$ cat src/rtl/pipe_ctrl_pkg.sv
// Shared types and defaults for the pipeline sequencing controller.
package pipe_ctrl_pkg;

  // Controller phases: boot hold, normal running, memory-wait stall
  typedef enum logic [1:0] {
    BOOT     = 2'd0,
    RUN      = 2'd1,
    MEM_WAIT = 2'd2
  } state_e;

  localparam int PERF_CNT_W      = 32;
  localparam int DEF_BOOT_CYCLES = 2;
  localparam int DEF_MEM_TIMEOUT = 64;

endpackage

$ cat src/rtl/pipeline_ctrl_sat_counter.sv
// Saturating up-counter with synchronous clear, used for performance statistics.
module sat_counter #(
  parameter int WIDTH = 32
) (
  input  logic             clk,
  input  logic             rst,
  input  logic             inc_i,
  input  logic             clear_i,
  output logic [WIDTH-1:0] count_o
);

  logic [WIDTH-1:0] count_q;
  logic [WIDTH-1:0] count_d;

  // Next count: clear wins, otherwise step up unless already all-ones
  always_comb begin
    count_d = count_q;
    if (clear_i) begin
      count_d = '0;
    end else if (inc_i && (count_q != '1)) begin
      count_d = count_q + WIDTH'(1);
    end
  end

  // Count register
  always_ff @(posedge clk or posedge rst) begin
    if (rst) begin
      count_q <= '0;
    end else begin
      count_q <= count_d;
    end
  end

  assign count_o = count_q;

endmodule

$ cat src/rtl/pipeline_ctrl.sv
// Pipeline sequencing controller: per-stage freeze/flush and PC source select.
// Priority in RUN/MEM_WAIT: memory wait > taken branch > data hazard.
// Optional statistics outputs are built when PIPE_CTRL_PERF_CNT_EN is defined.
module pipeline_ctrl
  import pipe_ctrl_pkg::*;
#(
  parameter int BOOT_CYCLES = DEF_BOOT_CYCLES,
  parameter int MEM_TIMEOUT = DEF_MEM_TIMEOUT
) (
  input  logic clk,
  input  logic rst,
  input  logic hazard,
  input  logic branch_taken,
  input  logic mem_req,
  input  logic mem_ready,
  output logic if_freeze,
  output logic id_freeze,
  output logic exe_freeze,
  output logic mem_freeze,
  output logic if_flush,
  output logic id_flush,
  output logic pc_sel,
  output logic mem_timeout
`ifdef PIPE_CTRL_PERF_CNT_EN
  ,
  output logic [PERF_CNT_W-1:0] stall_cnt,
  output logic [PERF_CNT_W-1:0] flush_cnt,
  output logic [PERF_CNT_W-1:0] memwait_cnt
`endif
);

  localparam int BOOT_W = $clog2(BOOT_CYCLES + 1);
  localparam int WAIT_W = $clog2(MEM_TIMEOUT);

  state_e            state_q, state_d;
  logic [BOOT_W-1:0] boot_cnt_q, boot_cnt_d;
  logic [WAIT_W-1:0] wait_cnt_q, wait_cnt_d;
  logic              timeout_q, timeout_d;

  logic waitReq;
  logic waitExpired;
  logic waitActive;
  logic stallCycle;
  logic flushCycle;
  logic waitCycle;

  // The last counted wait cycle releases the freeze so the pipeline can move on
  assign waitReq     = mem_req && !mem_ready;
  assign waitExpired = (state_q == MEM_WAIT) && (wait_cnt_q == WAIT_W'(MEM_TIMEOUT - 1));
  assign waitActive  = waitReq && !waitExpired;

  // Next-state logic for phase, boot/wait counters and the sticky timeout flag
  always_comb begin
    state_d    = state_q;
    boot_cnt_d = boot_cnt_q;
    wait_cnt_d = wait_cnt_q;
    timeout_d  = timeout_q;
    case (state_q)
      BOOT: begin
        if (boot_cnt_q == BOOT_W'(BOOT_CYCLES - 1)) begin
          state_d = RUN;
        end else begin
          boot_cnt_d = boot_cnt_q + BOOT_W'(1);
        end
      end
      RUN: begin
        if (waitReq) begin
          state_d    = MEM_WAIT;
          wait_cnt_d = '0;
        end
      end
      MEM_WAIT: begin
        if (!waitReq) begin
          state_d = RUN;
        end else if (waitExpired) begin
          state_d   = RUN;
          timeout_d = 1'b1;
        end else begin
          wait_cnt_d = wait_cnt_q + WAIT_W'(1);
        end
      end
      default: begin
        state_d = BOOT;
      end
    endcase
  end

  // Stage controls decoded from the phase and this cycle's status inputs
  always_comb begin
    if_freeze  = 1'b0;
    id_freeze  = 1'b0;
    exe_freeze = 1'b0;
    mem_freeze = 1'b0;
    if_flush   = 1'b0;
    id_flush   = 1'b0;
    pc_sel     = 1'b0;
    stallCycle = 1'b0;
    flushCycle = 1'b0;
    waitCycle  = 1'b0;
    if (state_q == BOOT) begin
      if_freeze  = 1'b1;
      id_freeze  = 1'b1;
      exe_freeze = 1'b1;
      mem_freeze = 1'b1;
    end else if (waitActive) begin
      if_freeze  = 1'b1;
      id_freeze  = 1'b1;
      exe_freeze = 1'b1;
      mem_freeze = 1'b1;
      waitCycle  = 1'b1;
    end else if (branch_taken) begin
      if_flush   = 1'b1;
      id_flush   = 1'b1;
      pc_sel     = 1'b1;
      flushCycle = 1'b1;
    end else if (hazard) begin
      if_freeze  = 1'b1;
      id_freeze  = 1'b1;
      id_flush   = 1'b1;
      stallCycle = 1'b1;
    end
  end

  // Controller state registers
  always_ff @(posedge clk or posedge rst) begin
    if (rst) begin
      state_q    <= BOOT;
      boot_cnt_q <= '0;
      wait_cnt_q <= '0;
      timeout_q  <= 1'b0;
    end else begin
      state_q    <= state_d;
      boot_cnt_q <= boot_cnt_d;
      wait_cnt_q <= wait_cnt_d;
      timeout_q  <= timeout_d;
    end
  end

  assign mem_timeout = timeout_q;

`ifdef PIPE_CTRL_PERF_CNT_EN
  sat_counter #(.WIDTH(PERF_CNT_W)) u_stall_cnt (
    .clk     (clk),
    .rst     (rst),
    .inc_i   (stallCycle),
    .clear_i (1'b0),
    .count_o (stall_cnt)
  );

  sat_counter #(.WIDTH(PERF_CNT_W)) u_flush_cnt (
    .clk     (clk),
    .rst     (rst),
    .inc_i   (flushCycle),
    .clear_i (1'b0),
    .count_o (flush_cnt)
  );

  sat_counter #(.WIDTH(PERF_CNT_W)) u_memwait_cnt (
    .clk     (clk),
    .rst     (rst),
    .inc_i   (waitCycle),
    .clear_i (1'b0),
    .count_o (memwait_cnt)
  );
`endif

endmodule

$ cat config.mk
export PLATFORM = sky130hd
export DESIGN_NAME = pipeline_ctrl
export DESIGN_NICKNAME = d
export VERILOG_FILES = /design/src/rtl/pipe_ctrl_pkg.sv /design/src/rtl/pipeline_ctrl_sat_counter.sv /design/src/rtl/pipeline_ctrl.sv
export SDC_FILE = /design/constraint.sdc
export NUM_CORES = 1
export LEC_CHECK = 0
export BUFFER_PORTS_ARGS = -buffer_cell sky130_fd_sc_hd__buf_2
export CORE_UTILIZATION = 35
export CTS_BUF_LIST = sky130_fd_sc_hd__clkbuf_8
export DETAILED_ROUTE_END_ITERATION = 8
export MAX_ROUTING_LAYER = met4
export PLACE_DENSITY = 0.68
export RECOVER_POWER = 100
export SYNTH_ARGS = -nofsm -noshare
export SYNTH_HDL_FRONTEND = slang
export SYNTH_SLANG_ARGS = --single-unit
$ cat constraint.sdc
create_clock -name clk -period 1.4 [get_ports clk]
set_input_delay 0 -clock clk [delete_from_list [all_inputs] [get_ports clk]]
set_output_delay 0 -clock clk [all_outputs]
set_load 0.1 [all_outputs]
== Yosys cells after proc, flatten, opt, wreduce, memory -nomap -nowiden ==
Index checks and enable logic that the tools add are counted.

* RAM bits: 0
* Output and inout bits: 8
* Input bits: 6
* Register bits after elaboration: 11
* Latch bits: 0
* ROM bits: 0
* Memories: 0
* Word-level logic and storage cells: 48

* Order comparisons: 0
* Shifts and indexed selects: 0
* Add/subtract/negate cells: 2
* Bitwise logic cells: 1
* Reduce and logical (&&, ||, !) cells: 11
* Mux-type cells: 21
* Equal/unequal tests: 9
* Divide/modulo/power cells: 0
* Multiply operators: 0

{| class="wikitable"
|+ Operators with widths
! cell !! number
|-
| 6-bit two-way mux || 3
|-
| 1-bit two-way mux || 12
|-
| 6-bit one-hot mux with 2 select lines || 1
|-
| 2-bit two-way mux || 4
|-
| 2-bit != test, second input constant || 4
|-
| 6-bit by 1-bit adder with 6-bit output, second input constant || 1
|-
| 6-bit equality test, second input constant || 1
|-
| 2-bit one-hot mux with 3 select lines || 1
|-
| 3-bit AND reduction || 2
|-
| 2-bit by 1-bit equality test with 1-bit output, second input constant || 2
|-
| 4-bit AND reduction || 1
|-
| 1-bit logical AND || 3
|-
| 3-bit != test, second input constant || 1
|-
| 2-bit by 1-bit adder with 2-bit output, second input constant || 1
|-
| 2-bit equality test, second input constant || 1
|-
| 1-bit zero test || 2
|-
| 2-bit zero test || 1
|-
| 2-bit AND reduction || 1
|-
| 2-bit nonzero test || 1
|-
| 1-bit inverter || 1
|}

== Depth between registers and ports, before layout ==
* Depth in word-level cells: 6
* Depth in mapped cells: 5
* Mapped depth without buffers: 5

== Worst setup path before layout ==
Ideal clock, no wire load.

* Path kind: flip-flop to output port
* Start: register wait_cnt_q[0]
* End: output if_freeze
* Path slack: -1,004 ps
* Buffers on the path: 1
* Arrival: 2,404 ps
* Required time: 1,400 ps
* Cell stages (with the launch flop): 6
* Cell sequence: dfrtp_1 -> ha_1 -> nand2_1 -> o31ai_2 -> nand3_1 -> buf_4

* Longest elaborated chain between the ends: 6

{| class="wikitable"
|+ Ends and longest elaborated chain
! element !! line !! text
|-
| start, declared || pipeline_ctrl.sv:37 || <nowiki>logic [WAIT_W-1:0] wait_cnt_q, wait_cnt_d;</nowiki>
|-
| start signal, assigned || pipeline_ctrl.sv:134 || <nowiki>wait_cnt_q <= wait_cnt_d;</nowiki>
|-
| 6-bit equality test || pipeline_ctrl.sv:49 || <nowiki>assign waitExpired = (state_q == MEM_WAIT) && (wait_cnt_q == WAIT_W'(MEM_TIMEOUT - 1));</nowiki>
|-
| 1-bit logical AND || pipeline_ctrl.sv:49 ||
|-
| 1-bit zero test || pipeline_ctrl.sv:50 || <nowiki>assign waitActive = waitReq && !waitExpired;</nowiki>
|-
| 1-bit logical AND || pipeline_ctrl.sv:50 ||
|-
| 1-bit two-way mux (2 in series) || -- ||
|-
| end, declared || pipeline_ctrl.sv:16 || <nowiki>output logic if_freeze,</nowiki>
|}

Every way passes these cells.

== Final worst setup path ==
* Start: register wait_cnt_q[1]
* End: output if_flush

* Longest elaborated chain between the ends: 6

{| class="wikitable"
|+ Ends and longest elaborated chain
! element !! line !! text
|-
| 6-bit equality test || pipeline_ctrl.sv:49 ||
|-
| 1-bit logical AND || pipeline_ctrl.sv:49 ||
|-
| 1-bit zero test || pipeline_ctrl.sv:50 ||
|-
| 1-bit logical AND || pipeline_ctrl.sv:50 ||
|-
| 1-bit two-way mux || pipeline_ctrl.sv:105 || <nowiki>end else if (waitActive) begin</nowiki>
|-
| 1-bit two-way mux || pipeline_ctrl.sv:100 || <nowiki>if (state_q == BOOT) begin</nowiki>
|-
| end, declared || pipeline_ctrl.sv:20 || <nowiki>output logic if_flush,</nowiki>
|}

Every way passes these cells.

==> metrics.md <==
| Metric | Value |
|---|---|
| Final Hold Fails | 0 |
| Vias in the first global route | 563 |
| Hold crit path type | in2reg |
| Ports | 14 |
| Longest Clk Path Bufs | 2 |
| PD cells | 1872 nW/um^2 |
| Worst Path Required | 1.40 ns |
| Chip width | 45.12 um |
| TritonCTS Buffers | 3 |
| IO buf count | 13 |
| Top FF cell, synth | dfrtp_1 |
| Status | finished with violations |
| RSZ-0062 raised after global routing | yes |
| Area Growth Syn to Fin | 61.92% |
| Final worst-path cycle share | 110.1% |
| Drt first-iter violations | 8 |
| Tmin final | 1.541 ns |
| Seq. cell area | 277.8 sq um |
| WL/cell | 13.08 um |
| Initial antenna violation count | 0 |
| Count leader, synth | dfrtp_1 |
| Post-Syn Area | 650.6 sq um |
| Dpl ws | 0.02817 ns |
| Slowest cell on the critical path | dfrtp_1 |
| Tot Pwr | 1.972 mW |
| Leak pwr | 0.4896 nW |
| Top cells by count, synth | dfrtp_1, a21oi_1, and3_1 |
| Clock sinks | 11 |
| Worst rel slew slack | 64.33% |
| Clk_lat worst skew | 0.24 ns |
| CP endpoint kind | primary output |
| CTS tree | built |
| Crit start category | flop |
| Finished Layout Cells | 113 |
| Failing checks | setup timing |
| Yosys warnings | 0 |
| Synthesis-stage register bit count | 11 |
| Die area | 2035 sq um |
| Hold Crit Depth | 4 |
| Final nets | 97 |
| Vias/cell | 5.062 |
| Net Count, Synth | 68 |
| Worst R2R Start | state_q[0] |
| DP HPWL | 1.052 mm |
| Final setup fails | 7 |
| Post-DRT Antenna Nets | 0 |
| CP top delay family | flip-flops |
| Reg-to-Reg End | wait_cnt_q[1] |
| Avg Cell Area, Syn | 10.84 sq um |
| Core Region | 1727 sq um |
| Post-layout util | 61.01% |
| Root Driver | clkbuf_8 |
| Post-synth EDFFs | 0 |
| Sequential share of the synthesized area | 42.31% |
| Setup Crit Path Kind | reg2out |
| Fill cells | 157 |
| Routability cong. | 0.7105 |
| Multi-input gate area | 414.1 sq um |
| Crit Path Max Fanout | 4 |
| Pin slew with the least headroom to its limit | 0.5373 ns |
| Cell taking the most area after synthesis | dfrtp_1 |
| Placed Instances | 104 |
| Cells after Synth | 60 |
| R2r setup slk | 0.03 ns |
| VDD IR max | 1.252 mV |
| Max Cap Viol | 0 |
| Async S/R FF share, synth | 100.0% |
| Global route overflow | 0 |
| Hold_sp | mem_ready |
| Max frequency | 0.6490 GHz |
| Netlist cell types | 32 |
| Setup WS post-layout | -0.1408 ns |
| Starting Density | 37.68% |
| Final instance area | 1054 sq um |
| Post-synth top area share | 42.31% |
| Drt first pass iters | 4 |
| Worst EP arrival | 1.54 ns |
| Clk slew on worst S/H paths | 0.05 ns |
| # diodes | 0 |
| WP buf/inv | 1 |
| Hold Path End | state_q[0] |
| Largest stage delay, worst path | 0.39 ns |
| R2R cell count | 4 |
| Slew Viols, Final | 0 |
| Htree depth | 1 |
| WL final | 1.478 mm |
| Crit-path cells | ha_4 -> nand2_8 -> o31ai_4 -> and3_4 -> buf_12 |
| Share of cells above drive strength 1 | 51.14% |
| Chip Height | 45.12 um |
| First-pass GRT wire length | 2.470 mm |
| DRC | 0 |
| Clock skew | 0.008298 ns |
| DR vias | 572 |
| DP Area | 952.2 sq um |
| Largest net degree at the start of global routing | 12 |
| Top cells by area, synth | dfrtp_1, and3_1, ha_1 |
| Standard-cell rows | 15 |
| Gr usage total | 17.91% |
state kept, by name, summed over array words and instances (netlist names):
signal and count:
boot_cnt_q 2, mem_timeout 1, state_q 2, wait_cnt_q 6
tightest hold or removal path, stage by stage:
cell      delay [ns]
buf_2           0.10
nor2b_1         0.08
o211ai_1        0.10
and3b_1         0.16
metrics by stage:
step / hold WS (ns) / TNS [ns]
2_1_floorplan: -0.1476 / -0.6266
3_3_place_gp: 0.009051 / 0
3_5_place_dp: 0.008912 / 0
4_1_cts: 0.2311 / -0.9884
5_1_grt: 0.2640 / -1.517
6_report: 0.2423 / -0.8745
final cells by class:
class                   count  area share (%)
clock inverters             1          0.3563
multi-input cells          43           39.31
clock buffers               3           3.919
repair buffers             28           26.37
inverters                   2          0.7126
flip-flops and latches     11           26.37
well taps                  25           2.969
cell usage in the layout, fill, tap and decap left out, types with 2 or more instances in the layout:
cell and count:
nor2b_1 2, nand2b_1 3, clkbuf_1 3, and3_1 3, nor3_2 2, buf_4 10
buf_2 5, and4bb_2 2, nor3b_1 2, dfrtp_1 9, a21oi_1 4, buf_12 7
nor3_1 2, clkbuf_8 3, dfrtp_2 2, inv_1 3
routing by layer:
layer | share of wire, % | wire length, um | global-route usage (%) | vias to the layer above
met5 | 0 | 0 | - | -
met4 | 1.4 | 21 | 7.273 | 0
met3 | 3.7 | 55 | 4.800 | 2
met2 | 50 | 743 | 26.09 | 12
met1 | 44 | 657 | 23.48 | 279
li1 | - | - | - | 279
how the worst max path moves through the flow:
| stage | startpoint | to | slack (ns) | cells past startpoint |
|---|---|---|---|---|
| 2_1_floorplan | wait_cnt_q[0] | pc_sel | -0.22 | 5 |
| 3_3_place_gp | wait_cnt_q[1] | if_flush | 0.1 | 5 |
| 3_5_place_dp | state_q[0] | wait_cnt_q[2] | 0.03 | 4 |
| 4_1_cts | wait_cnt_q[0] | if_flush | -0.16 | 5 |
| 5_1_grt | wait_cnt_q[1] | pc_sel | -0.22 | 5 |
| 6_report | wait_cnt_q[1] | if_flush | -0.14 | 5 |
kinds of logic (layout without fill, tap and decap cells):
| group | after synthesis | in the layout | synth area share, % |
|---|---|---|---|
| compound gates | 12 | 12 | 15.58 |
| xor+xnor | 1 | 1 | 1.346 |
| fa+ha+maj | 2 | 2 | 3.846 |
| buf+inv | 6 | 34 | 6.346 |
| flops | 11 | 11 | 42.31 |
| mux | 2 | 2 | 3.846 |
| simple gates | 26 | 26 | 26.73 |
repair_timing:
| action | CTS | global route |
|---|---|---|
| buffers inserted | 2 | 2 |
| endpoints found under the setup margin | 7 | 13 |
| endpoints found under the hold margin | 11 | 0 |
| cloned | 0 | 1 |
| gates resized for setup | 1 | 6 |
| pin swaps | 1 | 5 |
| hold buffers | 1 | 0 |
power breakdown:
group	switching, mW	internal [mW]	total, mW	leakage [nW]
Combinational	0.751	0.450	1.20	0.320
Sequential	0.0684	0.390	0.459	0.142
Clock	0.120	0.193	0.313	0.0269
Note: power is estimated with default switching activity, not from simulation.
